$ cat src/rtl/servo_slew_ctrl.sv
// servo_slew_ctrl
// APB3-mapped slew-rate limiter for two hobby-servo PWM channels (pan, tilt).
// Software writes angle targets. Once per PWM frame, each channel's pulse
// width moves toward its target by at most STEP cycles. A single shared
// compare/step datapath serves both channels through a small
// IDLE -> UPD1 -> UPD2 sequencer.
//
// Ports:
//   PCLK, PRESERN              clock, asynchronous active-low reset
//   PSEL/PENABLE/PWRITE/PADDR/PWDATA/PRDATA/PREADY/PSLVERR
//                              APB3 slave, zero wait states, only PADDR[7:0] decoded
//   pulse_width1/2             ramped pan/tilt pulse widths feeding the pwm generators
//   frame_tick                 one-cycle pulse at each frame boundary
//   irq                        settle interrupt (tied 0 unless the macro is defined)
//
// Register map (PADDR[7:0]):
//   0x00 CTRL    [0] EN
//   0x10 TARGET1 write [10:0] angle code; read clamped 18-bit pulse width
//   0x14 TARGET2 same as TARGET1, for the tilt channel
//   0x18 STEP    [17:0] maximum change per frame (0 = jump straight to target)
//   0x1C STATUS  RO [0] busy1, [1] busy2, [2] seq_active
//   0x20 IRQ     [0] settle_pend (W1C), [1] settle_ie -- only with SERVO_SLEW_IRQ_EN
//
// Build option: define SERVO_SLEW_IRQ_EN to include the settle interrupt logic.
module servo_slew_ctrl #(
  parameter int PERIOD       = 2000000,
  parameter int MIN_PW       = 60000,
  parameter int MAX_PW       = 240000,
  parameter int SCALE        = 100,
  parameter int DEFAULT_STEP = 1000
) (
  input  logic        PCLK,
  input  logic        PRESERN,
  input  logic        PSEL,
  input  logic        PENABLE,
  input  logic        PWRITE,
  input  logic [31:0] PADDR,
  input  logic [31:0] PWDATA,
  output logic [31:0] PRDATA,
  output logic        PREADY,
  output logic        PSLVERR,
  output logic [17:0] pulse_width1,
  output logic [17:0] pulse_width2,
  output logic        frame_tick,
  output logic        irq
);

  localparam int             CW       = (PERIOD > 1) ? $clog2(PERIOD) : 1;
  localparam logic [CW-1:0]  CNT_LAST = CW'(PERIOD - 1);
  localparam logic [17:0]    MIN_PW18 = 18'(MIN_PW);
  localparam logic [17:0]    MAX_PW18 = 18'(MAX_PW);

  typedef enum logic [1:0] {IDLE, UPD1, UPD2} state_t;

  state_t         state_q, state_d;
  logic           en_q;
  logic [17:0]    tgt1_q, tgt2_q;
  logic [17:0]    step_q;
  logic [17:0]    step_act_q;   // STEP snapshot used for the whole frame's sequence
  logic [CW-1:0]  cnt_q, cnt_d;
  logic           tick_q, tick_d;
  logic [17:0]    pw1_q, pw1_d, pw2_q, pw2_d;

  logic           wr_en;
  logic [7:0]     addr;
  logic [19:0]    tgt_raw;
  logic [17:0]    tgt_new;
  logic           busy1, busy2;
  logic [17:0]    dp_cur, dp_tgt, dp_dist, dp_next;
  logic           dp_up;
  logic           unused_ok;

  assign wr_en     = PSEL & PENABLE & PWRITE;
  assign addr      = PADDR[7:0];
  assign unused_ok = ^{PADDR[31:8], PWDATA[31:18]};

  assign PREADY  = 1'b1;
  assign PSLVERR = 1'b0;

  // 20-bit target arithmetic so the largest code (2047) cannot wrap before clamping.
  assign tgt_raw = 20'(MIN_PW) + 20'(SCALE) * {9'd0, PWDATA[10:0]};
  assign tgt_new = (tgt_raw > 20'(MAX_PW)) ? MAX_PW18 : tgt_raw[17:0];

  assign busy1 = (pw1_q != tgt1_q);
  assign busy2 = (pw2_q != tgt2_q);

  assign pulse_width1 = pw1_q;
  assign pulse_width2 = pw2_q;
  assign frame_tick   = tick_q;

  // Shared datapath: the channel is selected by the sequencer state. When the
  // remaining distance fits in one step, land exactly on the target.
  always_comb begin
    dp_cur  = (state_q == UPD2) ? pw2_q  : pw1_q;
    dp_tgt  = (state_q == UPD2) ? tgt2_q : tgt1_q;
    dp_up   = (dp_tgt >= dp_cur);
    dp_dist = dp_up ? (dp_tgt - dp_cur) : (dp_cur - dp_tgt);
    if ((step_act_q == 18'd0) || (dp_dist <= step_act_q)) begin
      dp_next = dp_tgt;
    end else if (dp_up) begin
      dp_next = dp_cur + step_act_q;
    end else begin
      dp_next = dp_cur - step_act_q;
    end
  end

  // Frame counter and tick; the counter is parked at 0 while disabled.
  always_comb begin
    cnt_d  = cnt_q;
    tick_d = 1'b0;
    if (!en_q) begin
      cnt_d = '0;
    end else if (cnt_q == CNT_LAST) begin
      cnt_d  = '0;
      tick_d = 1'b1;
    end else begin
      cnt_d = cnt_q + 1'b1;
    end
  end

  // Sequencer: runs to completion once started, independent of EN.
  always_comb begin
    state_d = state_q;
    pw1_d   = pw1_q;
    pw2_d   = pw2_q;
    case (state_q)
      IDLE: if (tick_q) state_d = UPD1;
      UPD1: begin
        pw1_d   = dp_next;
        state_d = UPD2;
      end
      UPD2: begin
        pw2_d   = dp_next;
        state_d = IDLE;
      end
      default: state_d = IDLE;
    endcase
  end

  always_ff @(posedge PCLK or negedge PRESERN) begin
    if (!PRESERN) begin
      state_q    <= IDLE;
      en_q       <= 1'b0;
      tgt1_q     <= MIN_PW18;
      tgt2_q     <= MIN_PW18;
      step_q     <= 18'(DEFAULT_STEP);
      step_act_q <= 18'(DEFAULT_STEP);
      cnt_q      <= '0;
      tick_q     <= 1'b0;
      pw1_q      <= MIN_PW18;
      pw2_q      <= MIN_PW18;
    end else begin
      state_q <= state_d;
      cnt_q   <= cnt_d;
      tick_q  <= tick_d;
      pw1_q   <= pw1_d;
      pw2_q   <= pw2_d;
      // Snapshot at the tick so STEP writes during UPD1/UPD2 wait for the next frame.
      if (tick_q) step_act_q <= step_q;
      if (wr_en) begin
        case (addr)
          8'h00:   en_q   <= PWDATA[0];
          8'h10:   tgt1_q <= tgt_new;
          8'h14:   tgt2_q <= tgt_new;
          8'h18:   step_q <= PWDATA[17:0];
          default: ;
        endcase
      end
    end
  end

`ifdef SERVO_SLEW_IRQ_EN
  logic pend_q, pend_d, ie_q, ie_d;
  logic pre_busy_q;   // busy1|busy2 as seen at the start of this sequence
  logic settle_set;

  assign settle_set = (state_q == UPD2) && pre_busy_q && !busy1 && (dp_next == tgt2_q);

  always_comb begin
    pend_d = pend_q;
    ie_d   = ie_q;
    if (wr_en && (addr == 8'h20)) begin
      if (PWDATA[0]) pend_d = 1'b0;
      ie_d = PWDATA[1];
    end
    if (settle_set) pend_d = 1'b1;   // set beats a coincident clear
  end

  always_ff @(posedge PCLK or negedge PRESERN) begin
    if (!PRESERN) begin
      pend_q     <= 1'b0;
      ie_q       <= 1'b0;
      pre_busy_q <= 1'b0;
    end else begin
      pend_q <= pend_d;
      ie_q   <= ie_d;
      if (state_q == UPD1) pre_busy_q <= busy1 | busy2;
    end
  end

  assign irq = pend_q & ie_q;
`else
  assign irq = 1'b0;
`endif

  // Combinational read mux; anything but a selected read returns 0.
  always_comb begin
    PRDATA = 32'd0;
    if (PSEL && !PWRITE) begin
      case (addr)
        8'h00:   PRDATA = {31'd0, en_q};
        8'h10:   PRDATA = {14'd0, tgt1_q};
        8'h14:   PRDATA = {14'd0, tgt2_q};
        8'h18:   PRDATA = {14'd0, step_q};
        8'h1C:   PRDATA = {29'd0, (state_q != IDLE), busy2, busy1};
`ifdef SERVO_SLEW_IRQ_EN
        8'h20:   PRDATA = {30'd0, ie_q, pend_q};
`endif
        default: PRDATA = 32'd0;
      endcase
    end
  end

endmodule

$ cat config.mk
export PLATFORM = sky130hd
export DESIGN_NAME = servo_slew_ctrl
export DESIGN_NICKNAME = d
export VERILOG_FILES = /design/src/rtl/servo_slew_ctrl.sv
export SDC_FILE = /design/constraint.sdc
export NUM_CORES = 1
export LEC_CHECK = 0
export BUFFER_PORTS_ARGS = -buffer_cell sky130_fd_sc_hd__clkbuf_2
export CORE_MARGIN = 5
export CORE_UTILIZATION = 60
export CTS_CLUSTER_DIAMETER = 50
export DETAILED_ROUTE_END_ITERATION = 16
export GPL_ROUTABILITY_DRIVEN = 0
export GPL_TIMING_DRIVEN = 0
export PLACE_DENSITY = 0.82
export SLEW_MARGIN = 20
export SYNTH_ARGS = -nofsm -noshare
export SYNTH_HDL_FRONTEND = slang
export SYNTH_SLANG_ARGS = --single-unit
$ cat constraint.sdc
create_clock -name PCLK -period 10.9 [get_ports PCLK]
set_clock_uncertainty 0.2 [all_clocks]
set_input_delay 0.545 -clock PCLK [delete_from_list [all_inputs] [get_ports PCLK]]
set_output_delay 0.545 -clock PCLK [all_outputs]
set_load 0.05 [all_outputs]
* Word level (Yosys, flattened, before mapping)
Cells that the tools add are included.
Storage, ports and cells: RAM bits 0, bits in registers 133, logic and storage cells 57, memory bits (read-only) 0, input bits 69, output and inout bits 72, memories 0, bits in latches 0
Operators by class: divide/modulo/power cells 0, bitwise gates (word level) 2, add/subtract/negate cells 6, reduce and logical (&&, ||, !) cells 11, multiply operators 1, shift-type cells 0, equality and inequality tests 10, $lt $le $gt $ge 3, muxes and demuxes 14
Operators with widths (count):
- $mux 18 | 7
- $pmux 18 s5 | 1
- $sub 18x18->18 | 3
- $mux 21 | 2
- $ne 18x18->1 | 2
- $eq 8x5->1 const B | 4
- $add 21x1->21 const B | 1
- $eq 21x21->1 const B | 1
- $add 16x18->19 const A | 1
- $gt 19x18->1 const B | 1
- $add 18x18->18 | 1
- $ge 18x18->1 | 1
- $le 18x18->1 | 1
- $logic_not 18->1 | 1
- $mul 5x11->16 const A | 1
- $logic_not 8->1 | 1
- $reduce_and 2->1 | 4
- $pmux 2 s2 | 1
- $and 1x1->1 | 2
- $eq 2x1->1 const B | 1
- $eq 2x2->1 const B | 1
- $logic_not 2->1 | 1
- $mux 1 | 2
- $mux 2 | 1
- 5 further kinds | 5

* Longest topological paths before layout
depth in word-level cells 7, depth in mapped cells 31, gate-level depth less buffers 26

* Least setup slack after synthesis
Ideal clock, no wire load.
kind reg2reg, from register state_q[0], to register pw1_q[17] (netlist: pulse_width1[17]), library setup time 0.138 ns, path slack 4.331 ns, data required time 10.562 ns, path buffers 5, clock period less this slack 6.569 ns, cell stages (with the launch flop) 26, arrival time 6.231 ns, cell sequence dfrtp_1 nand2b_2 buf_2 buf_1 buf_1 mux2i_1 ha_1 a21o_1 a21oi_1 a211o_1 a211oi_4 nor3_2 clkbuf_1 clkbuf_1 nand2_1 o21ai_0 ha_1 a211o_1 a21oi_1 a21oi_1 and2_1 a2111o_1 a21o_1 a311o_1 mux2i_1 o211ai_1
On the way: cells in the longest elaborated chain, start to end 7, elaborated cells on any way between the ends 14, classes of those cells add/sub: 4; order compare: 2; eq/ne: 2; mux: 5; reduce/logical: 1
RTL lines:
- start, declared | line 55 | state_t state_q, state_d;
- start signal, assigned | line 153 | state_q <= state_d;
- $eq 2x2->1 | line 94, 95
- $mux 18, on equally long branches | line 94, 95
- $sub 18x18->18 or $ge 18x18->1 (tied branches) | line 97, 96
- $mux 18 | line 97 | dp_dist = dp_up ? (dp_tgt - dp_cur) : (dp_cur - dp_tgt);
- $le 18x18->1 | line 98 | if ((step_act_q == 18'd0) || (dp_dist <= step_act_q)) begin
- $logic_or 1x1->1 | line 98
- $mux 18 | line 98
- end signal, assigned | line 156 | pw1_q <= pw1_d;
- end, declared | line 62 | logic [17:0] pw1_q, pw1_d, pw2_q, pw2_d;
Several ways; a longest one is shown, not always the timed one. A chain may end at the register's enable or synchronous reset.

* Final worst setup path
from register state_q[0], to register pw1_q[10] (netlist: pulse_width1[10])
Same word-level chain as after synthesis.

==> key figures <==
Pwr
  – Power share of the combinational group: 34.0%
  – Reg power frac: between 20% and 30%
  – Sw Ratio: approximately a third
  – Pwr Density: 132 nW/um^2
  – IR Drop Worst-Case VDD: 0.141 mV
  – Leakage dissipation: 6.20 nW
  – Clock share of power: 37.0%
  – Sw Pwr: 0.000599 W
  – Internal: about 0.0011 W

Cells and area
  – Most frequent cells in the layout: nand2_1 (191), a21oi_1 (109), nor2_1 (108)
  – Share of layout cells above drive strength 1: 14.2%
  – Antenna Cells: 0
  – Area of the multi-input gates: 7490 sq um
  – Finished Core Util: 68.9%
  – Area Growth Syn to Fin: 12.8%
  – Most common cell after layout, fill and taps aside: nand2_1
  – Nets: 1700
  – Sequential Area: 3280 sq um
  – Post-route cell area: 12900 sq um
  – FILL cells: 1473

Critical path
  – R2R Path Start: state_q[0]
  – CP endpoint kind: flop
  – Critical path class: reg -> reg
  – R2R Path End: pulse_width1[10]
  – Req. time, crit path: around 11 ns
  – Worst reg-to-reg path cell count: 27
  – Worst R2R Setup Slack: 1.23 ns
  – Worst-path maximum fanout: 10
  – CP startpoint kind: flop
  – CP max-delay cell: buf_1
  – Most Frequent Cell on Critical Path: clkbuf_1
  – CP peak stage delay: approximately 0.74 ns
  – Crit path DAT: 9.82 ns
  – Top delay family on crit path: buffers and inverters
  – CP Buf/Inv Count: 9

Clock network
  – CTS root buffer: clkbuf_16
  – TritonCTS clock tree: yes
  – Number of setup buffers added after CTS: 0
  – H-tree Lvls: 4
  – Clock Path Buffers: 2
  – Clock Latency Late Sink: 0.43 ns
  – Number of clock sinks: between 100 and 150
  – Worst-path clk slew: 0.07 ns
  – # hold bufs at CTS: 1
  – Clock buffer count from CTS: 17
  – Post-CTS sizing: 0

Worst hold path
  – Endpoint of the worst hold path: step_q[12]
  – Hold path cells: 2
  – HP Start: PWDATA[12]
  – Worst hold path class: in -> reg

Synthesis
  – Avg Cell Area, Syn: 8.17 sq um
  – Unique masters post-synth: 81
  – Top_reg_cell synth: dfrtp_1
  – Post-Synthesis Cells: 1398
  – Synth Cell Area: 11400 sq um
  – Sequential share of the synthesized area: between 20% and 30%
  – Leading area contributor after synthesis: dfrtp_1
  – Yosys warnings: 0
  – Async set-or-reset flop fraction in the synthesized netlist: 100%
  – Synth top area share: between 10% and 20%
  – Top cells by area, synth: dfrtp_1 (19%), ha_1 (12%), dfstp_2 (9.2%)
  – Post-synth EDFFs: 0
  – Yosys reg bits: 129

Drt
  – Via count: approximately 11000
  – Mean routed wirelength per cell: 20.9 um
  – DR vias/cell: 6.42
  – Drt pass-1 iters: 10
  – Post-route ant nets: 0
  – Iter 0 DRT Violations: between 1500 and 2000
  – Residual DRC: 0
  – WL final: around 37000 um

Timing
  – Final hold vios: 0
  – Final TNS setup: 0 ns
  – Final min period: 9.67 ns
  – Hold slack: ~0.14 ns
  – Period utilization: about nine tenths
  – Final worst slack: 1.23 ns
  – Max-slew violations: 0
  – Worst-margin pin slew: roughly 0.92 ns
  – RSZ-0062 raised after global routing: false
  – Slew Limit Headroom: 37.9%
  – Max Fclk: 0.103 GHz
  – Final setup viols: 0

Die
  – Die height: 148 um
  – Die ar.: 21900 sq um
  – Initial Utilization: around three fifths
  – Cell Rows: 50
  – Core Area: 18700 sq um
  – I/O pins: 141
  – Die width: between 100 and 150 um

Place
  – Post-DP HPWL: 28300 um
  – PortBufs: 83
  – Place WS: 1.86 ns
  – Area post-placement: 12200 sq um

Global routing
  – Vias in the first global route: 10700
  – First-pass GRT wire length: 57600 um
  – Global route overflow: 0
  – Largest net degree at the start of global routing: 80
  – All-layer global routing usage: between 30% and 40%
  – Initial antenna violation count: 0

Job
  – Max_cap viols: 0

Status
  – Status: finished, final reports clean
[layer usage]
layer,share of wire (%),vias to the layer above,track usage (%)
li1,-,5077,-
met1,38,5212,43.4
met2,43,838,51.9
met3,13,193,9.14
met4,5.5,0,15.9
met5,0,-,0
[power groups by stage]
stage	clock [W]	combinational, W	sequential [W]
2_1_floorplan	0	0.000430	0.000498
3_3_place_gp	0	0.000548	0.000501
3_5_place_dp	0	0.000561	0.000501
4_1_cts	0.000627	0.000565	0.000493
5_1_grt	0.000650	0.000637	0.000494
6_report	0.000629	0.000578	0.000494
[stage by stage]
stage,std cells,power [W]
after global placement,1730,0.00105
after global routing,1764,0.00178
final,1764,0.00170
after detailed placement,1731,0.00106
after floorplan,1413,0.000928
after CTS,1764,0.00169
[synthesized netlist by cell type (13+ instances only)]
cell        n
a21o_1     19
a21oi_1   109
and2_1     13
buf_4      17
clkbuf_1   43
dfrtp_1    89
dfstp_2    40
ha_1      106
inv_1      99
mux2_2     26
mux2i_1    42
nand2_1   191
nand2b_1   14
nand3_1    32
nand4_1    18
nor2_1    108
nor2b_1    14
nor3_1     18
o21ai_0    89
o21ai_1    13
o31ai_1    13
xnor2_1    82
xor2_1     29
[state kept, by name, indices dropped and copies added, names as in the netlist]
register / count
cnt_q: 21
pulse_width1: 18
pulse_width2: 18
step_act_q: 18
step_q: 18
tgt1_q: 16
tgt2_q: 16
state_q: 2
en_q: 1
frame_tick: 1
[cell families after synthesis]
kind of cell,count (synthesis),share of synthesized area (%)
AOI/OAI and AO/OA,334,18.1
xor gates and xnor gates,111,8.51
adders and majority gates,115,13.1
buffers and inverters,173,6.32
DFF,129,28.7
muxes,70,6.44
other,2,0.0657
and+or+nand+nor,464,18.8
[area by class of cell]
type | instances | share of cell area, %
multi-input combinational | 1111 | 58.1
sequential | 129 | 25.4
timing repair buffer | 85 | 3.58
clock buffer | 19 | 3.44
inverter | 99 | 2.88
buffer | 74 | 2.72
tap | 234 | 2.27
clock inverter | 13 | 1.54
[worst max path at each step]
| stage | from | endpoint | slack [ns] | depth (start not counted) |
|---|---|---|---|---|
| 3_3_place_gp | state_q[0] | pulse_width2[9] | 1.90 | 27 |
| 5_1_grt | state_q[0] | pulse_width1[10] | 1.03 | 27 |
| 3_5_place_dp | state_q[0] | pulse_width1[9] | 1.86 | 27 |
| 2_1_floorplan | state_q[0] | pulse_width1[17] | 4.33 | 25 |
| 6_report | state_q[0] | pulse_width1[10] | 1.23 | 27 |
| 4_1_cts | state_q[0] | pulse_width1[16] | 1.79 | 27 |
Note: power is estimated with default switching activity, not from simulation.
